[src/rtl/rgbled_chain_ctrl.sv]
// WS281x RGB LED chain controller: colour store, brightness scaling,
// one-shot or continuous frame refresh on a registered serial line.
module rgbled_chain_ctrl #(
  parameter int unsigned NumLeds = 2,
  parameter int unsigned ClkFreq = 25_000_000,
  parameter int unsigned T0hNs   = 400,
  parameter int unsigned T1hNs   = 800,
  parameter int unsigned BitNs   = 1250,
  parameter int unsigned ResetUs = 80,
  localparam int unsigned IdxW = (NumLeds > 1) ? $clog2(NumLeds) : 1
) (
  input  logic            main_clk_buf,
  input  logic            rst_sys_n,
  input  logic            wr_en_i,
  input  logic [IdxW-1:0] wr_idx_i,
  input  logic [23:0]     wr_rgb_i,
  input  logic [7:0]      brightness_i,
  input  logic            refresh_i,
  input  logic            auto_refresh_i,
  output logic            busy_o,
  output logic            frame_done_o,
  output logic            dout_o
);

  localparam longint unsigned KHz = 64'(ClkFreq / 1000);
  localparam int unsigned T0hCyc =
    int'((KHz * 64'(T0hNs)) / 64'd1_000_000);
  localparam int unsigned T1hCyc =
    int'((KHz * 64'(T1hNs)) / 64'd1_000_000);
  localparam int unsigned BitCyc =
    int'((KHz * 64'(BitNs)) / 64'd1_000_000);
  localparam int unsigned LatchCyc =
    int'((KHz * 64'(ResetUs) * 64'd1000) / 64'd1_000_000);
  localparam int unsigned CntMax =
    (LatchCyc > BitCyc) ? LatchCyc : BitCyc;
  localparam int unsigned CntW = $clog2(CntMax + 1);

  localparam logic [CntW-1:0] BitLast   = CntW'(BitCyc - 1);
  localparam logic [CntW-1:0] LatchLast = CntW'(LatchCyc - 1);
  localparam logic [CntW-1:0] T0h       = CntW'(T0hCyc);
  localparam logic [CntW-1:0] T1h       = CntW'(T1hCyc);
  localparam logic [IdxW-1:0] LedLast   = IdxW'(NumLeds - 1);

  typedef enum logic [1:0] {
    IDLE, LOAD, SHIFT, LATCH
  } state_e;

  state_e          state_q, state_d;
  logic [CntW-1:0] cnt_q, cnt_d;
  logic [4:0]      bit_q, bit_d;
  logic [IdxW-1:0] led_q, led_d;
  logic [23:0]     sh_q, sh_d;
  logic [7:0]      br_q, br_d;
  logic            pend_q, pend_d;
  logic            dout_q, dout_d;
  logic [23:0]     col_q [NumLeds];

  logic [IdxW-1:0] rd_idx;
  logic [7:0]      scale_b;
  logic [23:0]     rd_rgb;
  logic [23:0]     scaled;

  function automatic logic [7:0] scl(
    input logic [7:0] c,
    input logic [7:0] b
  );
    logic [15:0] p;
    p = 16'(c) * (16'(b) + 16'd1);
    return p[15:8];
  endfunction

  // LOAD reads LED 0 with the live brightness; SHIFT prefetches the next LED
  assign rd_idx  = (state_q == LOAD || led_q == LedLast) ?
                   '0 : led_q + IdxW'(1);
  assign scale_b = (state_q == LOAD) ? brightness_i : br_q;
  assign rd_rgb  = col_q[rd_idx];
  assign scaled  = {scl(rd_rgb[15:8], scale_b),
                    scl(rd_rgb[23:16], scale_b),
                    scl(rd_rgb[7:0], scale_b)};

  always_comb begin
    state_d      = state_q;
    cnt_d        = cnt_q;
    bit_d        = bit_q;
    led_d        = led_q;
    sh_d         = sh_q;
    br_d         = br_q;
    pend_d       = pend_q;
    frame_done_o = 1'b0;
    unique case (state_q)
      IDLE: begin
        if (refresh_i | pend_q | auto_refresh_i) state_d = LOAD;
      end
      LOAD: begin
        state_d = SHIFT;
        br_d    = brightness_i;
        sh_d    = scaled;
        cnt_d   = '0;
        bit_d   = '0;
        led_d   = '0;
      end
      SHIFT: begin
        if (cnt_q == BitLast) begin
          cnt_d = '0;
          if (bit_q == 5'd23) begin
            bit_d = '0;
            if (led_q == LedLast) begin
              state_d = LATCH;
            end else begin
              led_d = led_q + IdxW'(1);
              sh_d  = scaled;
            end
          end else begin
            bit_d = bit_q + 5'd1;
            sh_d  = {sh_q[22:0], 1'b0};
          end
        end else begin
          cnt_d = cnt_q + CntW'(1);
        end
      end
      LATCH: begin
        if (cnt_q == LatchLast) begin
          frame_done_o = 1'b1;
          if (auto_refresh_i | pend_q | refresh_i) state_d = LOAD;
          else state_d = IDLE;
        end else begin
          cnt_d = cnt_q + CntW'(1);
        end
      end
      default: state_d = IDLE;
    endcase
    if (state_d == LOAD) pend_d = 1'b0;
    else if (refresh_i && state_q != IDLE) pend_d = 1'b1;
    // output register follows the next state so it lines up with the bit slot
    dout_d = (state_d == SHIFT) &&
             (cnt_d < (sh_d[23] ? T1h : T0h));
  end

  always_ff @(posedge main_clk_buf or negedge rst_sys_n) begin
    if (!rst_sys_n) begin
      state_q <= IDLE;
      cnt_q   <= '0;
      bit_q   <= '0;
      led_q   <= '0;
      sh_q    <= '0;
      br_q    <= '0;
      pend_q  <= 1'b0;
      dout_q  <= 1'b0;
    end else begin
      state_q <= state_d;
      cnt_q   <= cnt_d;
      bit_q   <= bit_d;
      led_q   <= led_d;
      sh_q    <= sh_d;
      br_q    <= br_d;
      pend_q  <= pend_d;
      dout_q  <= dout_d;
    end
  end

  always_ff @(posedge main_clk_buf or negedge rst_sys_n) begin
    if (!rst_sys_n) begin
      for (int i = 0; i < NumLeds; i++) col_q[i] <= '0;
    end else begin
      for (int i = 0; i < NumLeds; i++) begin
        if (wr_en_i && wr_idx_i == IdxW'(i)) col_q[i] <= wr_rgb_i;
      end
    end
  end

  assign busy_o = (state_q != IDLE);
  assign dout_o = dout_q;

endmodule
[config.mk]
export PLATFORM = sky130hd
export DESIGN_NAME = rgbled_chain_ctrl
export DESIGN_NICKNAME = d
export VERILOG_FILES = /design/src/rtl/rgbled_chain_ctrl.sv
export SDC_FILE = /design/constraint.sdc
export NUM_CORES = 1
export LEC_CHECK = 0
export CORE_MARGIN = 2
export CORE_UTILIZATION = 60
export DETAILED_ROUTE_END_ITERATION = 8
export GPL_TIMING_DRIVEN = 0
export PLACE_DENSITY = 0.75
export SYNTH_ARGS = -nofsm -noshare
export SYNTH_HDL_FRONTEND = slang
export SYNTH_SLANG_ARGS = --single-unit
[constraint.sdc]
create_clock -name main_clk_buf -period 10.95 [get_ports main_clk_buf]
set_clock_uncertainty 0.2 [all_clocks]
set_input_delay 1.6425 -clock main_clk_buf [delete_from_list [all_inputs] [get_ports main_clk_buf]]
set_output_delay 1.6425 -clock main_clk_buf [all_outputs]
set_load 0.005 [all_outputs]
# After elaboration in Yosys (flattened, before gate mapping)
# Index checks and enable logic that the tools add are counted.
# word_totals
register_bits	101
latch_bits	0
ramBits	0
rom_bits	0
input_bits	38
mem_count	0
# op_classes
addsub	4
mul	3
div_mod_pow	0
n_lt_le_gt_ge	2
n_eq_ne	11
shift	0
n_mux	31
bitwise	6
n_reduce_logical	12
# ops
op	count
24-bit 2-to-1 mux	6
24-bit one-hot mux with 2 select lines	1
11-bit one-hot mux with 3 select lines	1
8-bit by 16-bit multiplier with 16-bit output	2
11-bit 2-to-1 mux	2
8-bit by 9-bit multiplier with 16-bit output	1
5-bit 2-to-1 mux	3
11-bit by 1-bit adder with 11-bit output, second input constant	1
11-bit equality test, second input constant	1
11-bit by 5-bit equality test with 1-bit output, second input constant	1
11-bit by 5-bit less-than comparator with 1-bit output	1
2-bit 2-to-1 mux	5
5-bit one-hot mux with 2 select lines	1
8-bit by 1-bit adder with 9-bit output, second input constant	1
1-bit 2-to-1 mux	9
8-bit 2-to-1 mux	1
2-bit one-hot mux with 4 select lines	1
2-bit equality test, second input constant	3
3-bit AND reduction	2
2-bit nonzero test	3
5-bit by 1-bit adder with 5-bit output, second input constant	1
5-bit equality test, second input constant	1
2-bit by 1-bit equality test with 1-bit output, second input constant	2
1-bit logical AND	4
other kinds (11)	15

# Logic depth before layout (Yosys ltp)
# Gate-level depths: netlist of run 1.
# depth
ltp_word	15
mapped_depth	33

# Least setup slack after synthesis of run 1
# Ideal clock, no wire load.
# synth_timing
path_kind	input-to-reg
startpoint	input brightness_i[0]
endpoint	register dout_q (netlist: dout_o)
setup_time_ps	104
arrival_ps	7501
required_ps	10646
setup_slack_ps	3145
stages	30
path_buffers	1
cell_sequence	mux2i_1 inv_1 clkbuf_1 ha_1 o21ai_1 nor2_1 xnor2_1 nor2_1 fa_1 fa_1 fa_1 inv_1 fa_1 inv_1 ha_1 nor2_1 nand2_1 o221ai_2 o21ai_1 o221ai_1 xnor2_1 o21ai_2 inv_1 ha_1 a21oi_1 nand2_1 nor3_1 nand3_1 o21bai_1 o41ai_2
# synth_between
elab_chain_cells	10
# synth_lines
element	line	text
start, declared	17	input logic [7:0] brightness_i,
8-bit 2-to-1 mux *	-	
8-bit by 1-bit adder with 9-bit output *	68	p = 16'(c) * (16'(b) + 16'd1);
8-bit by 16-bit multiplier with 16-bit output *	68	
24-bit 2-to-1 mux	107	if (led_q == LedLast) begin
24-bit 2-to-1 mux	105	if (bit_q == 5'd23) begin
24-bit 2-to-1 mux	103	if (cnt_q == BitLast) begin
24-bit one-hot mux with 2 select lines *	90	unique case (state_q)
via sh_d[23]	52	logic [23:0] sh_q, sh_d;
5-bit 2-to-1 mux *	136	(cnt_d < (sh_d[23] ? T1h : T0h));
11-bit by 5-bit less-than comparator with 1-bit output *	136	
1-bit logical AND *	135	dout_d = (state_d == SHIFT) &&
via dout_d	55	logic dout_q, dout_d;
end signal, assigned	157	dout_q <= dout_d;
end, declared	55	
# Mark *: on every way through the listed nets, which the timed path passes. The rest lies on a longest branch. The select of a mux whose other input is x is not followed.
# A chain may end at the register's enable or synchronous reset.

# Worst setup path in the final report of run 1
# Ends and elaborated chain as after synthesis.

==> impl_metrics.json, run 1 <==
{
  "synth_cells": 1176,
  "r2r_cells": 32,
  "grtUsageTotal_pct": 29.84,
  "ios": 41,
  "die_x_um": 140.5,
  "crit_fanout": 11,
  "vias": 8583,
  "max-clock-path-buffers": 2,
  "finalSetupViolCount": 0,
  "fillCellCount": 1445,
  "initial_utilization_pct": 61.59,
  "drv_cap": 0,
  "antenna_found_initial": 0,
  "std_cell_rows": 49,
  "yosysUniqueCellTypes": 75,
  "crit_slowest_cell": "xnor2_1",
  "hold_violations": 0,
  "crit_type": "primary input to flop",
  "cts_resized": 0,
  "routed_wl_um": 27390,
  "drive_gt1_share_pct": 9.489,
  "syn_nets": 1442,
  "clkLatencyLatePin_ns": 0.37,
  "wl_met2_um": 12890,
  "drt_iter0_markers": 532,
  "cts_tree": "yes",
  "layout_min_cycle_time_ns": 9.571,
  "rsz0062_at_grt": "no",
  "slowest_delay_ns": 1.05,
  "port_buffers": 40,
  "syn_area_um2": 11180,
  "whs_path_depth": 1,
  "synth.avg_cell_area_um2": 9.504,
  "yosys_warnings": 0,
  "cp-end-kind": "flop",
  "async_flop_share_pct": 100.0,
  "final_util_pct": 67.15,
  "num_antenna_cells": 0,
  "synth_edf_count": 0,
  "synth_seq_cells": 101,
  "outcome": "completed",
  "cts_made_buffers": 9,
  "clk_pin_slew_worst_paths_ns": 0.08,
  "arrival_ns": 9.63,
  "final_nets": 1494,
  "die_area_um2": 19740,
  "holdCritPathClass": "flop to flop",
  "drc_errors": 0,
  "core-area_um2": 18150,
  "clkSinkCount": 101,
  "critPathLaunchType": "primary input",
  "grt_overflow_total": 0,
  "antenna_left": 0,
  "grt_pass1_vias": 9022,
  "cts_hold_buffers": 0,
  "cp.required_ns": 11.01,
  "postCtsSetupRepairBufs": 0,
  "dr.pass1.iters": 7,
  "grt_pass1_wl_um": 45850,
  "hpwl_um": 21330,
  "finalCritPeriodShare_pct": 87.41,
  "synthFlopType": "dfrtp_1",
  "die-height_um": 140.5,
  "dr_wl_met3_um": 1908,
  "slew_violations": 0,
  "grt_max_degree": 53,
  "gp_congestion": 0.8939,
  "top_layer": "met4",
  "syn_to_final_growth_pct": 9.022,
  "max_clock_freq_mhz": 104.5,
  "avgRoutedWirePerCell_um": 18.74,
  "clock-root-buffer": "clkbuf_16",
  "wl_met1_um": 11660,
  "slew_headroom_pct": 11.08,
  "viasPerCell": 5.871,
  "ys_seq_area_share_pct": 22.61,
  "htree_levels": 3,
  "fin_setup_tns_ns": 0,
  "worst_pin_slew_ns": 1.324
}
kinds of logic after synthesis:
kind of cell	share of synthesized area, %
fa+ha+maj	33.58
buf+inv	7.265
xor+xnor	3.291
mux	9.347
simple gates	15.21
compound gates	8.687
flops	22.61
layout make-up:
class	count	area [um2]	area share [%]
flip-flops and latches	101	2527	20.74
plain buffers	37	181.4	1.489
clock buffers	10	229.0	1.879
multi-input cells	870	7838	64.32
clock inverters	6	67.56	0.5545
inverters	168	630.6	5.175
repair buffers	41	425.4	3.491
well taps	229	286.5	2.351
critical path: cells and delay by family:
| family | cells | cell delay, ns |
|---|---|---|
| and+or+nand+nor | 7 | 0.91 |
| buffers and inverters | 6 | 1.15 |
| xor gates and xnor gates | 2 | 1.19 |
| AOI/OAI and AO/OA | 8 | 1.57 |
| muxes | 1 | 0.19 |
| adders and majority gates | 7 | 2.94 |
sequential cells by signal, indices dropped and copies added (netlist names):
register / cells
col_q: 48
sh_q: 24
cnt_q: 11
br_q: 8
bit_q: 5
state_q: 2
dout_o: 1
led_q: 1
pend_q: 1
path summary, 6_finish.rpt:
kind,start,to,slack (ns)
worst max-delay path,brightness_i[0],dout_o,1.38
worst min-delay path,bit_q[4],bit_q[4],0.28
worst max register to register,state_q[1],dout_o,1.99
worst min register to register,bit_q[4],bit_q[4],0.28
max in group asynchronous,rst_sys_n,col_q[18],8.76
min in group asynchronous,rst_sys_n,cnt_q[7],1.10
stage by stage:
step / area, um2 / hold slack, ns / setup WS (ns) / instances
after detailed placement: 11890 / 0.2665 / 1.105 / 1446
after global placement: 11860 / 0.2627 / 1.200 / 1445
final: 12190 / 0.2806 / 1.379 / 1462
after floorplan: 11180 / 0.2372 / 3.145 / 1176
after global routing: 12190 / 0.3054 / 0.9186 / 1462
after CTS: 12190 / 0.2851 / 1.416 / 1462
synthesized netlist by cell type (10+ instances only):
cell / number / area, um2
ha_1: 108 / 1351
nor2_1: 114 / 427.9
mux2i_1: 29 / 290.3
and2_1: 23 / 143.9
clkbuf_1: 23 / 86.33
dfrtp_1: 101 / 2527
nand3_1: 11 / 55.05
nand2_1: 151 / 566.8
xor2_1: 10 / 87.58
o221ai_1: 12 / 105.1
a21oi_1: 19 / 95.09
o21ai_0: 39 / 195.2
xnor2_1: 27 / 236.5
inv_1: 168 / 630.6
fa_1: 120 / 2402
mux2_2: 67 / 754.5
cell usage in the layout (no fill, tap or decap), drive strengths merged, types with 4 or more instances in the layout:
master         count
a211o              4
nor3              10
a22oi              8
nand4              4
dfrtp            101
clkbuf            33
clkdlybuf4s50     39
nand2b             6
fa               120
nor4               4
nor2             115
o221ai            13
mux2              67
ha               108
a21oi             19
o21ai             43
a21o               6
a31oi             10
xor2              10
and3               6
buf               16
and2              23
nor2b              9
mux2i             29
xnor2             29
nand3             11
or3                8
nand2            152
inv              172
a32oi              6
per-layer routing:
layer / vias up / global-route usage (%)
met3: 64 / 7.111
li1: 3982 / -
met4: 0 / 9.895
met1: 4251 / 38.70
met2: 286 / 49.74
met5: - / 0
Power of run 1 is not shown: default switching activity piles up to over one toggle a cycle in this logic, so the estimate is an artifact.
==> run 2, diff against run 1 <==
Settings changed: CORE_MARGIN 2 to 5, CTS_CLUSTER_DIAMETER set to 200.
==> run 2 against run 1 <==
First-iteration DRC count down 4.1%; worst setup slack better by 0.14 ns; die area rose by 8.7%; wire length fell by 1.1%; clock-buffer cell count fell by 1; non-clock buffer count did not move; critical path type unchanged; critical endpoint unchanged.
==> impl_metrics.json, run 2 (synthesized netlist as in run 1, its figures left out) <==
{
  "outcome": "completed",
  "cp-end-kind": "flop",
  "viasPerCell": 5.787,
  "grt_pass1_wl_um": 44720,
  "avgRoutedWirePerCell_um": 18.46,
  "grt_overflow_total": 0,
  "cp.required_ns": 11.03,
  "finalSetupViolCount": 0,
  "worst_pin_slew_ns": 1.182,
  "max-clock-path-buffers": 2,
  "min_from": "bit_q[4]",
  "dr.pass1.iters": 5,
  "cts_made_buffers": 9,
  "drc_errors": 0,
  "arrival_ns": 9.51,
  "fin_setup_tns_ns": 0,
  "layout_min_cycle_time_ns": 9.435,
  "largest_reg_flops": 48,
  "port_buffers": 40,
  "syn_to_final_growth_pct": 9.302,
  "drive_gt1_share_pct": 9.570,
  "antenna_found_initial": 0,
  "critPathLaunchType": "primary input",
  "clock-root-buffer": "clkbuf_16",
  "crit_fanout": 11,
  "rsz0062_at_grt": "no",
  "hpwl_um": 21040,
  "whs_path_depth": 1,
  "crit_slowest_cell": "xnor2_1",
  "std_cell_rows": 50,
  "final_common_cell": "inv_1",
  "ios": 41,
  "largestRegisters": "col_q: 48 flops, sh_q: 24 flops, cnt_q: 11 flops",
  "r2r_cells": 32,
  "grt_max_degree": 68,
  "worstHoldEndpoint": "bit_q[4]",
  "slew_violations": 0,
  "slowest_delay_ns": 0.98,
  "routed_wl_um": 27100,
  "final_nets": 1494,
  "die-height_um": 146.5,
  "drt_iter0_markers": 510,
  "initial_utilization_pct": 60.36,
  "core-area_um2": 18520,
  "antenna_left": 0,
  "top_register": "col_q",
  "cts_hold_buffers": 0,
  "vias": 8496,
  "slew_headroom_pct": 20.62,
  "r2r-start": "state_q[1]",
  "cts_resized": 0,
  "drv_cap": 0,
  "seq_area_um2": 2527,
  "clkSinkCount": 101,
  "grt_pass1_vias": 8634,
  "postCtsSetupRepairBufs": 0,
  "multi_input_area_um2": 7838,
  "clkLatencyLatePin_ns": 0.37,
  "grtUsageTotal_pct": 26.09,
  "max_clock_freq_mhz": 106.0,
  "die_x_um": 146.5,
  "gp_congestion": 0.9363,
  "fillCellCount": 1536,
  "cts_tree": "yes",
  "layout_common_cells": "168 x inv_1, 151 x nand2_1, 120 x fa_1",
  "finalCritPeriodShare_pct": 86.16,
  "crit_type": "primary input to flop",
  "holdCritPathClass": "flop to flop",
  "clk_pin_slew_worst_paths_ns": 0.09,
  "r2r_setup_slack_ns": 2.24,
  "die_area_um2": 21460,
  "rr_endpoint": "dout_o",
  "htree_levels": 3,
  "hold_violations": 0
}
==> run 2: cell count changes in the layout (fill, tap and decap cells not counted), sizes merged <==
cell	change
clkinv	+1
clkbuf	-1
diode	+1
==> run 2: final cells by class <==
class,count,area share [%]
clock buffer,9,1.844
multi-input combinational,870,64.15
sequential,101,20.69
timing repair buffer,41,3.482
tap,234,2.397
clock inverter,7,0.7681
inverter,168,5.162
antenna,1,0.02048
buffer,37,1.485
==> run 2: worst max-delay path by stage <==
stage                     slack (ns)  endpoint  depth (start not counted)       startpoint
after floorplan                 3.15    dout_o                         30  brightness_i[0]
after global placement          1.25    dout_o                         30  brightness_i[0]
after detailed placement        1.17    dout_o                         31  brightness_i[0]
after CTS                       1.49    dout_o                         31  brightness_i[0]
after global routing            1.01    dout_o                         31  brightness_i[0]
final                           1.52    dout_o                         30  brightness_i[0]
==> run 2: per-layer routing <==
| layer | track usage, % | part of all wire [%] | vias to the layer above | wire length, um |
|---|---|---|---|---|
| met4 | 8.655 | 3.1 | 0 | 832 |
| li1 | - | - | 3976 | - |
| met3 | 5.525 | 6.2 | 58 | 1690 |
| met2 | 41.79 | 47 | 254 | 12720 |
| met1 | 35.62 | 44 | 4208 | 11860 |
| met5 | 0 | 0 | - | 0 |
==> run 2: critical path: cells and delay by family <==
family / cells / cell delay [ns]
AO/OA/AOI/OAI: 10 / 1.76
XOR/XNOR: 2 / 1.15
adder cells (fa/ha/maj): 7 / 2.89
buffers and inverters: 6 / 1.40
multiplexers: 1 / 0.10
AND/OR/NAND/NOR: 4 / 0.53
==> run 2: metrics by stage <==
step	instances	hold slack (ns)	area [um2]	util [%]	setup WS, ns
2_1_floorplan	1176	0.2372	11180	-	3.145
3_3_place_gp	1450	0.2606	11870	64.10	1.255
3_5_place_dp	1451	0.2675	11900	64.24	1.170
4_1_cts	1467	0.2833	12210	65.96	1.494
5_1_grt	1467	0.3142	12210	65.96	1.011
6_report	1468	0.2900	12220	65.97	1.516
Power of run 2 is left out for the same reason.
==> run 3, diff against run 2 <==
Clock period 10.95 ns to 9.9 ns, I/O delays scaled along.
==> results of run 3 <==
Same layout as run 2 (identical final DEF). Status: completed.
Among the figures that moved: setup slack after placement 1.170 ns -> 0.2776 ns; setup slack after layout 1.516 ns -> 0.6230 ns; register-to-register setup slack 2.24 ns -> 1.19 ns
Power of run 3 is left out for the same reason.
